**src/rtl/inst_data_arbiter_pkg.sv**
```systemverilog
// inst_data_arbiter_pkg: shared state encoding and bus constants for the fetch/data arbiter
package inst_data_arbiter_pkg;
  typedef enum logic [1:0] {
    IDLE     = 2'd0,
    IF_BUSY  = 2'd1,
    MEM_BUSY = 2'd2,
    IF_DROP  = 2'd3
  } state_t;
  localparam logic [3:0] SEL_WORD = 4'hF;
endpackage

```
**src/rtl/inst_data_arbiter.sv**
```systemverilog
// inst_data_arbiter: shares one memory bus between instruction fetch and data access with starvation guard
module inst_data_arbiter
  import inst_data_arbiter_pkg::*;
#(
  parameter int ADDR_W     = 32,
  parameter int DATA_W     = 32,
  parameter int STARVE_MAX = 2
) (
  input  logic              clk,
  input  logic              rst,
  input  logic              if_ce,
  input  logic [ADDR_W-1:0] if_addr,
  output logic [DATA_W-1:0] if_data,
  output logic              if_ready,
  input  logic              mem_ce,
  input  logic              mem_we,
  input  logic [ADDR_W-1:0] mem_addr,
  input  logic [3:0]        mem_sel,
  input  logic [DATA_W-1:0] mem_wdata,
  output logic [DATA_W-1:0] mem_rdata,
  output logic              mem_ready,
  input  logic              flush,
  output logic              bus_req,
  output logic              bus_we,
  output logic [ADDR_W-1:0] bus_addr,
  output logic [3:0]        bus_sel,
  output logic [DATA_W-1:0] bus_wdata,
  input  logic              bus_ack,
  input  logic [DATA_W-1:0] bus_rdata,
  output logic              stallreq_if,
  output logic              stallreq_mem
);
  localparam int SW = $clog2(STARVE_MAX + 2);
  localparam logic [SW-1:0] S_MAX = SW'(STARVE_MAX);
  state_t state;
  logic [SW-1:0] starve_cnt;
  logic idle_ok, if_win, mem_win;
  assign idle_ok      = (state == IDLE) && !if_ready && !mem_ready;
  assign if_win       = idle_ok && if_ce && !flush && (!mem_ce || starve_cnt == S_MAX);
  assign mem_win      = idle_ok && mem_ce && !if_win;
  assign stallreq_if  = if_ce & ~if_ready;
  assign stallreq_mem = mem_ce & ~mem_ready;
  // grant in IDLE, hold the bus until ack, then return the result with a one-cycle ready pulse
  always_ff @(posedge clk) begin
    if (!rst) begin
      state      <= IDLE;
      starve_cnt <= '0;
      bus_req    <= 1'b0;
      bus_we     <= 1'b0;
      bus_addr   <= '0;
      bus_sel    <= '0;
      bus_wdata  <= '0;
      if_data    <= '0;
      mem_rdata  <= '0;
      if_ready   <= 1'b0;
      mem_ready  <= 1'b0;
    end else begin
      if_ready   <= 1'b0;
      mem_ready  <= 1'b0;
      starve_cnt <= (!if_ce || if_win) ? '0 :
                    (mem_win && starve_cnt != S_MAX) ? starve_cnt + 1'b1 : starve_cnt;
      case (state)
        IDLE: if (if_win || mem_win) begin
          bus_req   <= 1'b1;
          bus_we    <= mem_win && mem_we;
          bus_addr  <= mem_win ? mem_addr : if_addr;
          bus_sel   <= mem_win ? mem_sel : SEL_WORD;
          bus_wdata <= mem_win ? mem_wdata : '0;
          state     <= mem_win ? MEM_BUSY : IF_BUSY;
        end
        IF_BUSY: if (bus_ack) begin
          bus_req <= 1'b0;
          state   <= IDLE;
          if (!flush) begin
            if_data  <= bus_rdata;
            if_ready <= 1'b1;
          end
        end else if (flush) state <= IF_DROP;
        IF_DROP: if (bus_ack) begin
          bus_req <= 1'b0;
          state   <= IDLE;
        end
        MEM_BUSY: if (bus_ack) begin
          bus_req   <= 1'b0;
          mem_ready <= 1'b1;
          mem_rdata <= bus_we ? mem_rdata : bus_rdata;
          state     <= IDLE;
        end
        default: state <= IDLE;
      endcase
    end
  end
endmodule

```
**config.mk**
```make
export PLATFORM = sky130hd
export DESIGN_NAME = inst_data_arbiter
export DESIGN_NICKNAME = d
export VERILOG_FILES = /design/src/rtl/inst_data_arbiter_pkg.sv /design/src/rtl/inst_data_arbiter.sv
export SDC_FILE = /design/constraint.sdc
export NUM_CORES = 1
export LEC_CHECK = 0
export ABC_AREA = 1
export BUFFER_PORTS_ARGS = -buffer_cell sky130_fd_sc_hd__buf_2
export CAP_MARGIN = 10
export CORE_ASPECT_RATIO = 0.7
export CORE_MARGIN = 2
export CORE_UTILIZATION = 43
export CTS_BUF_LIST = sky130_fd_sc_hd__clkbuf_8
export DETAILED_ROUTE_END_ITERATION = 8
export PLACE_DENSITY = 0.86
export SYNTH_ARGS = -nofsm -noshare
export SYNTH_HDL_FRONTEND = slang
export SYNTH_SLANG_ARGS = --single-unit
```
**constraint.sdc**
```tcl
create_clock -name clk -period 1.5 [get_ports clk]
set_clock_uncertainty 0.05 [all_clocks]
set_input_delay 0.075 -clock clk [delete_from_list [all_inputs] [get_ports clk]]
set_output_delay 0.075 -clock clk [all_outputs]
set_load 0.02 [all_outputs]
```
After elaboration in Yosys (flattened, before gate mapping)
Index checks and enable logic that the tools add are counted.

$lt $le $gt $ge: 0. Multiply operators: 0. Bitwise gates (word level): 7. Muxes and demuxes: 14. Div/mod/pow operators: 0. Reduce and logical (&&, ||, !) cells: 29. Shifts and indexed selects: 0. Add/sub/neg operators: 1. Equality and inequality tests: 9.

Operators by type and width (number): $mux W32 (2); $reduce_and A3 Y1 (4); $mux W2 (5); $logic_and A1 B1 Y1 (9); $eq A2 B2 Y1 const B (3); $logic_not A1 Y1 (6); $ne A2 B1 Y1 const B (3); $pmux W2 S3 (1); $reduce_and A2 Y1 (3); $not A1 Y1 (5); $mux W1 (4); $mux W4 (1); $reduce_or A2 Y1 (2); $logic_or A1 B1 Y1 (3); $ne A3 B3 Y1 const B (1); $reduce_or A3 Y1 (1); $add A2 B1 Y2 const B (1); $and A1 B1 Y1 (2); $eq A2 B1 Y1 const B (1); $logic_not A2 Y1 (1); $ne A2 B2 Y1 const B (1); $pmux W1 S2 (1).

Logic and storage cells: 71. Latch bits: 0. Bits in registers: 140. Output and inout port bits: 138. Input port bits: 139. Bits in read-only memories: 0. Memory bits (writable): 0. Memories kept: 0.

Depth between registers and ports, before layout
Word-level depth: 11. Mapped depth: 13. Gate-level depth less buffers: 11.

Least setup slack after synthesis
OpenSTA, ideal clock, no wires.

Kind: register to register. Start: register starve_cnt[0]. End: register bus_addr[19]. Period minus slack after synthesis: 1600 ps. Arrival: 1439 ps. Data required time: 1339 ps. Slack: -100 ps. Path buffers: 1. Stages on the path, launching flop included: 13. Setup time: 111 ps. Cell sequence: dfxtp_1 -> inv_1 -> ha_1 -> inv_1 -> nand2_1 -> nand2_1 -> nor2_4 -> nor2_8 -> inv_2 -> clkbuf_1 -> or2_1 -> nand3_1 -> inv_1.

Cells in the longest elaborated chain, start to end: 7. Elaborated cells between the ends (all ways): 8. Classes of those cells: eq/ne: 1; mux: 1; reduce/logical: 6.

Ends and longest elaborated chain: start, declared (line inst_data_arbiter.sv:36) `logic [SW-1:0] starve_cnt;`; start signal, assigned (line inst_data_arbiter.sv:60) `starve_cnt <= (!if_ce || if_win) ? '0 :`; $eq A2 B2 Y1 * (line inst_data_arbiter.sv:39) `assign if_win = idle_ok && if_ce && !flush && (!mem_ce || starve_cnt == S_MAX);`; $logic_or A1 B1 Y1 * (line inst_data_arbiter.sv:39); $logic_and A1 B1 Y1 * (line inst_data_arbiter.sv:39); $logic_not A1 Y1 (line inst_data_arbiter.sv:40) `assign mem_win = idle_ok && mem_ce && !if_win;`; $logic_and A1 B1 Y1 (line inst_data_arbiter.sv:40); $logic_or A1 B1 Y1 (line inst_data_arbiter.sv:63) `IDLE: if (if_win || mem_win) begin`; $reduce_and A2 Y1 (no source line); end signal, assigned (line inst_data_arbiter.sv:66) `bus_addr <= mem_win ? mem_addr : if_addr;`; end, declared (line inst_data_arbiter.sv:25) `output logic [ADDR_W-1:0] bus_addr,`.

Mark *: on every way between the ends. The rest lies on a longest branch, timed or not. A chain may end at the register's enable or synchronous reset.

Worst setup path after layout
Start: register state[0]. End: register bus_wdata[19].

Cells in the longest elaborated chain, start to end: 10. Elaborated cells between the ends (all ways): 12. Classes of those cells: mux: 1; reduce/logical: 11.

Ends and longest elaborated chain: start, declared (line inst_data_arbiter.sv:35) `state_t state;`; start signal, assigned (line inst_data_arbiter.sv:69) `state <= mem_win ? MEM_BUSY : IF_BUSY;`; $logic_not A2 Y1 * (line inst_data_arbiter.sv:38, inst_data_arbiter.sv:62); $logic_and A1 B1 Y1 (2 in series) (line inst_data_arbiter.sv:38) `assign idle_ok = (state == IDLE) && !if_ready && !mem_ready;`; $logic_and A1 B1 Y1 (3 in series) (line inst_data_arbiter.sv:39); $logic_not A1 Y1 (line inst_data_arbiter.sv:40); $logic_and A1 B1 Y1 (line inst_data_arbiter.sv:40); $logic_or A1 B1 Y1 (line inst_data_arbiter.sv:63); $reduce_and A2 Y1 (no source line); end signal, assigned (line inst_data_arbiter.sv:68) `bus_wdata <= mem_win ? mem_wdata : '0;`; end, declared (line inst_data_arbiter.sv:27) `output logic [DATA_W-1:0] bus_wdata,`.

Marks and branches as above.

==> reports/results.txt <==
Synth Area per Inst -> 7.45 µm²
DR DRC count -> 0
fin. max-slew vios -> 0
CTS root buffer -> clkbuf_8
leakage -> 4.68 nW
fin cells -> 1332
Die X -> 139 µm
placed instance count -> 1158
RSZ-0062 raised after global routing -> yes
Layout Area Growth over Synthesis -> 66.6%
crit path max-delay cell type -> dfxtp_2
number of port buffers -> 276
Slew HR -> 0.798
Die Height -> 98.7 µm
Ports -> 277
Core ar. -> 12500 µm²
DR iter-0 viols -> 367
n_diodes -> 0
worst hold start -> rst
Yosys warning total -> 0
Fin Hold WS -> 0.0513 ns
share of cells above drive strength 1 -> 0.319
register area share after synthesis -> 0.509
final wirelength -> 20000 µm
clock slew seen by the registers of the worst setup and hold paths -> 0.09 ns
clock sinks -> 140
Final GP Congestion -> 0.779
Unique masters post-synth -> 23
first-pass GRT wire length -> 32100 µm
Cell Chain, Critical Path -> nor2_4, nand2_4, nor2_8, nand2_2, clkinv_4, bufbuf_16, nand2_1, a21oi_2
1st-pass router iterations -> 5
Setup Total Neg Slack -> -2.22 ns
DIE AREA -> 13800 µm²
flops & latches, synth -> 140
cells after synthesis -> 740
DPL Wire Length -> 11000 µm
clk buf depth -> 2
grt ovf -> 0
maxcap violations -> 0
startpoint types -> flip-flop
RR Startpoint -> state[0]
Final nets -> 1297
Crit. End Element -> flip-flop
Final ANT Viol Nets -> 0
actual slew at the worst max-slew pin -> 0.300 ns
fmax -> 0.628 GHz
Global Route Usage Sum -> 0.289
mapped cell area -> 5510 µm²
Syn Nets -> 880
vias per cell -> 4.91
antenna violations before repair -> 0
slowest cell delay on critical path -> 0.35 ns
worst-path maximum fanout -> 18
status -> finished with violations
Worst Hold Class -> input pin to flip-flop
WP data arrival -> 1.90 ns
Tmin final -> 1.59 ns
crit path from -> state[0]
Worst Path Required -> 1.81 ns
Worst path top cell family by delay -> simple AND/OR/NAND/NOR gates
type of the worst setup path -> flip-flop to flip-flop
leading area contributor after synthesis -> dfxtp_1
Initial Utilization -> 0.442
Num CTS Buffers -> 17
Skew-Pair Late Insertion Delay -> 0.43 ns
Pwr per Cell Area -> 1530 nW/µm²
Row Count -> 34
setup violators final -> 62
H-tree Lvls -> 4
Tcrit/Tclk final -> 1.06
Hold Violations, Final -> 0
peak supply drop -> 0.992 mV
pin count of the biggest net entering global routing -> 61
via count -> 6542
failing checks -> setup timing
CTS tree -> done
DR WL/cell -> 15.0 µm
post-synth top area share -> 0.509
number of global-route vias before repair -> 6656
Final WS setup -> -0.0919 ns
Bufs and invs on worst path -> 2
Area contributors post-synth -> dfxtp_1, nand2_1, nor2_1
registers in the layout (all words and copies together) (netlist names):
signal and flops:
mem_ready 1, mem_rdata 32, bus_we 1, state 2
bus_req 1, if_data 32, if_ready 1, starve_cnt 2
bus_wdata 32, bus_addr 32, bus_sel 4
per-stage QoR:
stage                     setup WS, ns  area (µm²)  power (W)   util
after floorplan                -0.0451        5560    0.00831      -
final                          -0.0919        9180     0.0140  0.737
after detailed placement       -0.0843        7200    0.00997  0.578
after CTS                      -0.0727        9090     0.0138  0.730
after global routing            -0.179        9180     0.0149  0.737
after global placement         -0.0394        7200    0.00985  0.578
worst register-to-register path, stage by stage, from the launching register on:
cell and delay (ns):
dfxtp_2 0.35, nor2_4 0.14, nand2_4 0.10, nor2_8 0.16, nand2_2 0.11, clkinv_4 0.10
bufbuf_16 0.29, nand2_1 0.09, a21oi_2 0.13
synth_stat cells:
cell type,instances
nand2_1,142
nor2_1,142
dfxtp_1,140
nand3_1,70
o21ai_0,66
inv_1,47
a21oi_1,38
or2_0,30
clkbuf_1,24
buf_2,9
buf_6,7
buf_1,4
buf_4,4
o21ai_1,3
inv_2,2
nor2_4,2
nor2_8,2
o21a_1,2
or2_1,2
ha_1,1
nand2_2,1
nand2_4,1
o22ai_1,1
cell type report:
cell class | instances | area (µm²)
repair buffers | 446 | 3200
well taps | 162 | 203
fillers | 865 | 3280
clock inverters | 15 | 189
flip-flops and latches | 140 | 2810
clock buffers | 17 | 234
inverters | 49 | 196
multi-input cells | 503 | 2350
metal layers:
metal	track usage	vias up	routed length [µm]
met5	0	-	0
li1	-	3174	-
met1	0.324	2929	7800
met4	0.166	0	982
met3	0.0719	88	1570
met2	0.504	351	9670
placed cells by master, fill, tap and decap left out, types with 2 or more instances in the layout:
master         instances
or2_1                  4
nand2_4                2
dfxtp_2                5
clkinvlp_4             2
o21ai_1                5
clkbuf_8              17
buf_12                10
nor2_1               139
buf_6                  2
inv_2                  3
nand2_2                2
nor2_8                 2
o21ai_0               64
buf_2                276
buf_4                 18
nor2_4                 4
bufinv_16              3
inv_8                  3
inv_6                  3
dlygate4sd3_1        136
nand3_2                4
o21a_1                 2
nand3_1               66
dfxtp_1              135
inv_1                 45
a21oi_2                6
buf_16                 2
a21oi_1               32
clkinv_4               4
nand2_1              140
or2_0                 28
logic make-up after synthesis:
family,Yosys count,synth area share
buffers and inverters,97,0.0804
AO/OA/AOI/OAI,110,0.101
AND/OR/NAND/NOR,392,0.308
adder cells (fa/ha/maj),1,0.00227
flip-flops,140,0.509
path summary, 6_finish.rpt:
check / endpoint / slack [ns] / cells past startpoint
max: bus_wdata[19] / -0.09 / 8
min: bus_addr[26] / 0.05 / 4
max reg2reg: bus_wdata[19] / -0.09 / 8
min reg2reg: bus_wdata[1] / 0.41 / 2
where the power goes:
group          internal (W)  switching (W)
Sequential          0.00448       0.000396
Clock               0.00168        0.00157
Combinational       0.00244        0.00346
timing repair:
action                     4_1_cts  5_1_grt
hold buffers                   136        0
resized for setup                6       25
setup endpoints to repair       64      126
hold endpoints to repair       138        0
buffers inserted                 1        2
gates cloned                     3        0
pin swaps                        2        4
Note: power is estimated with default switching activity, not from simulation.
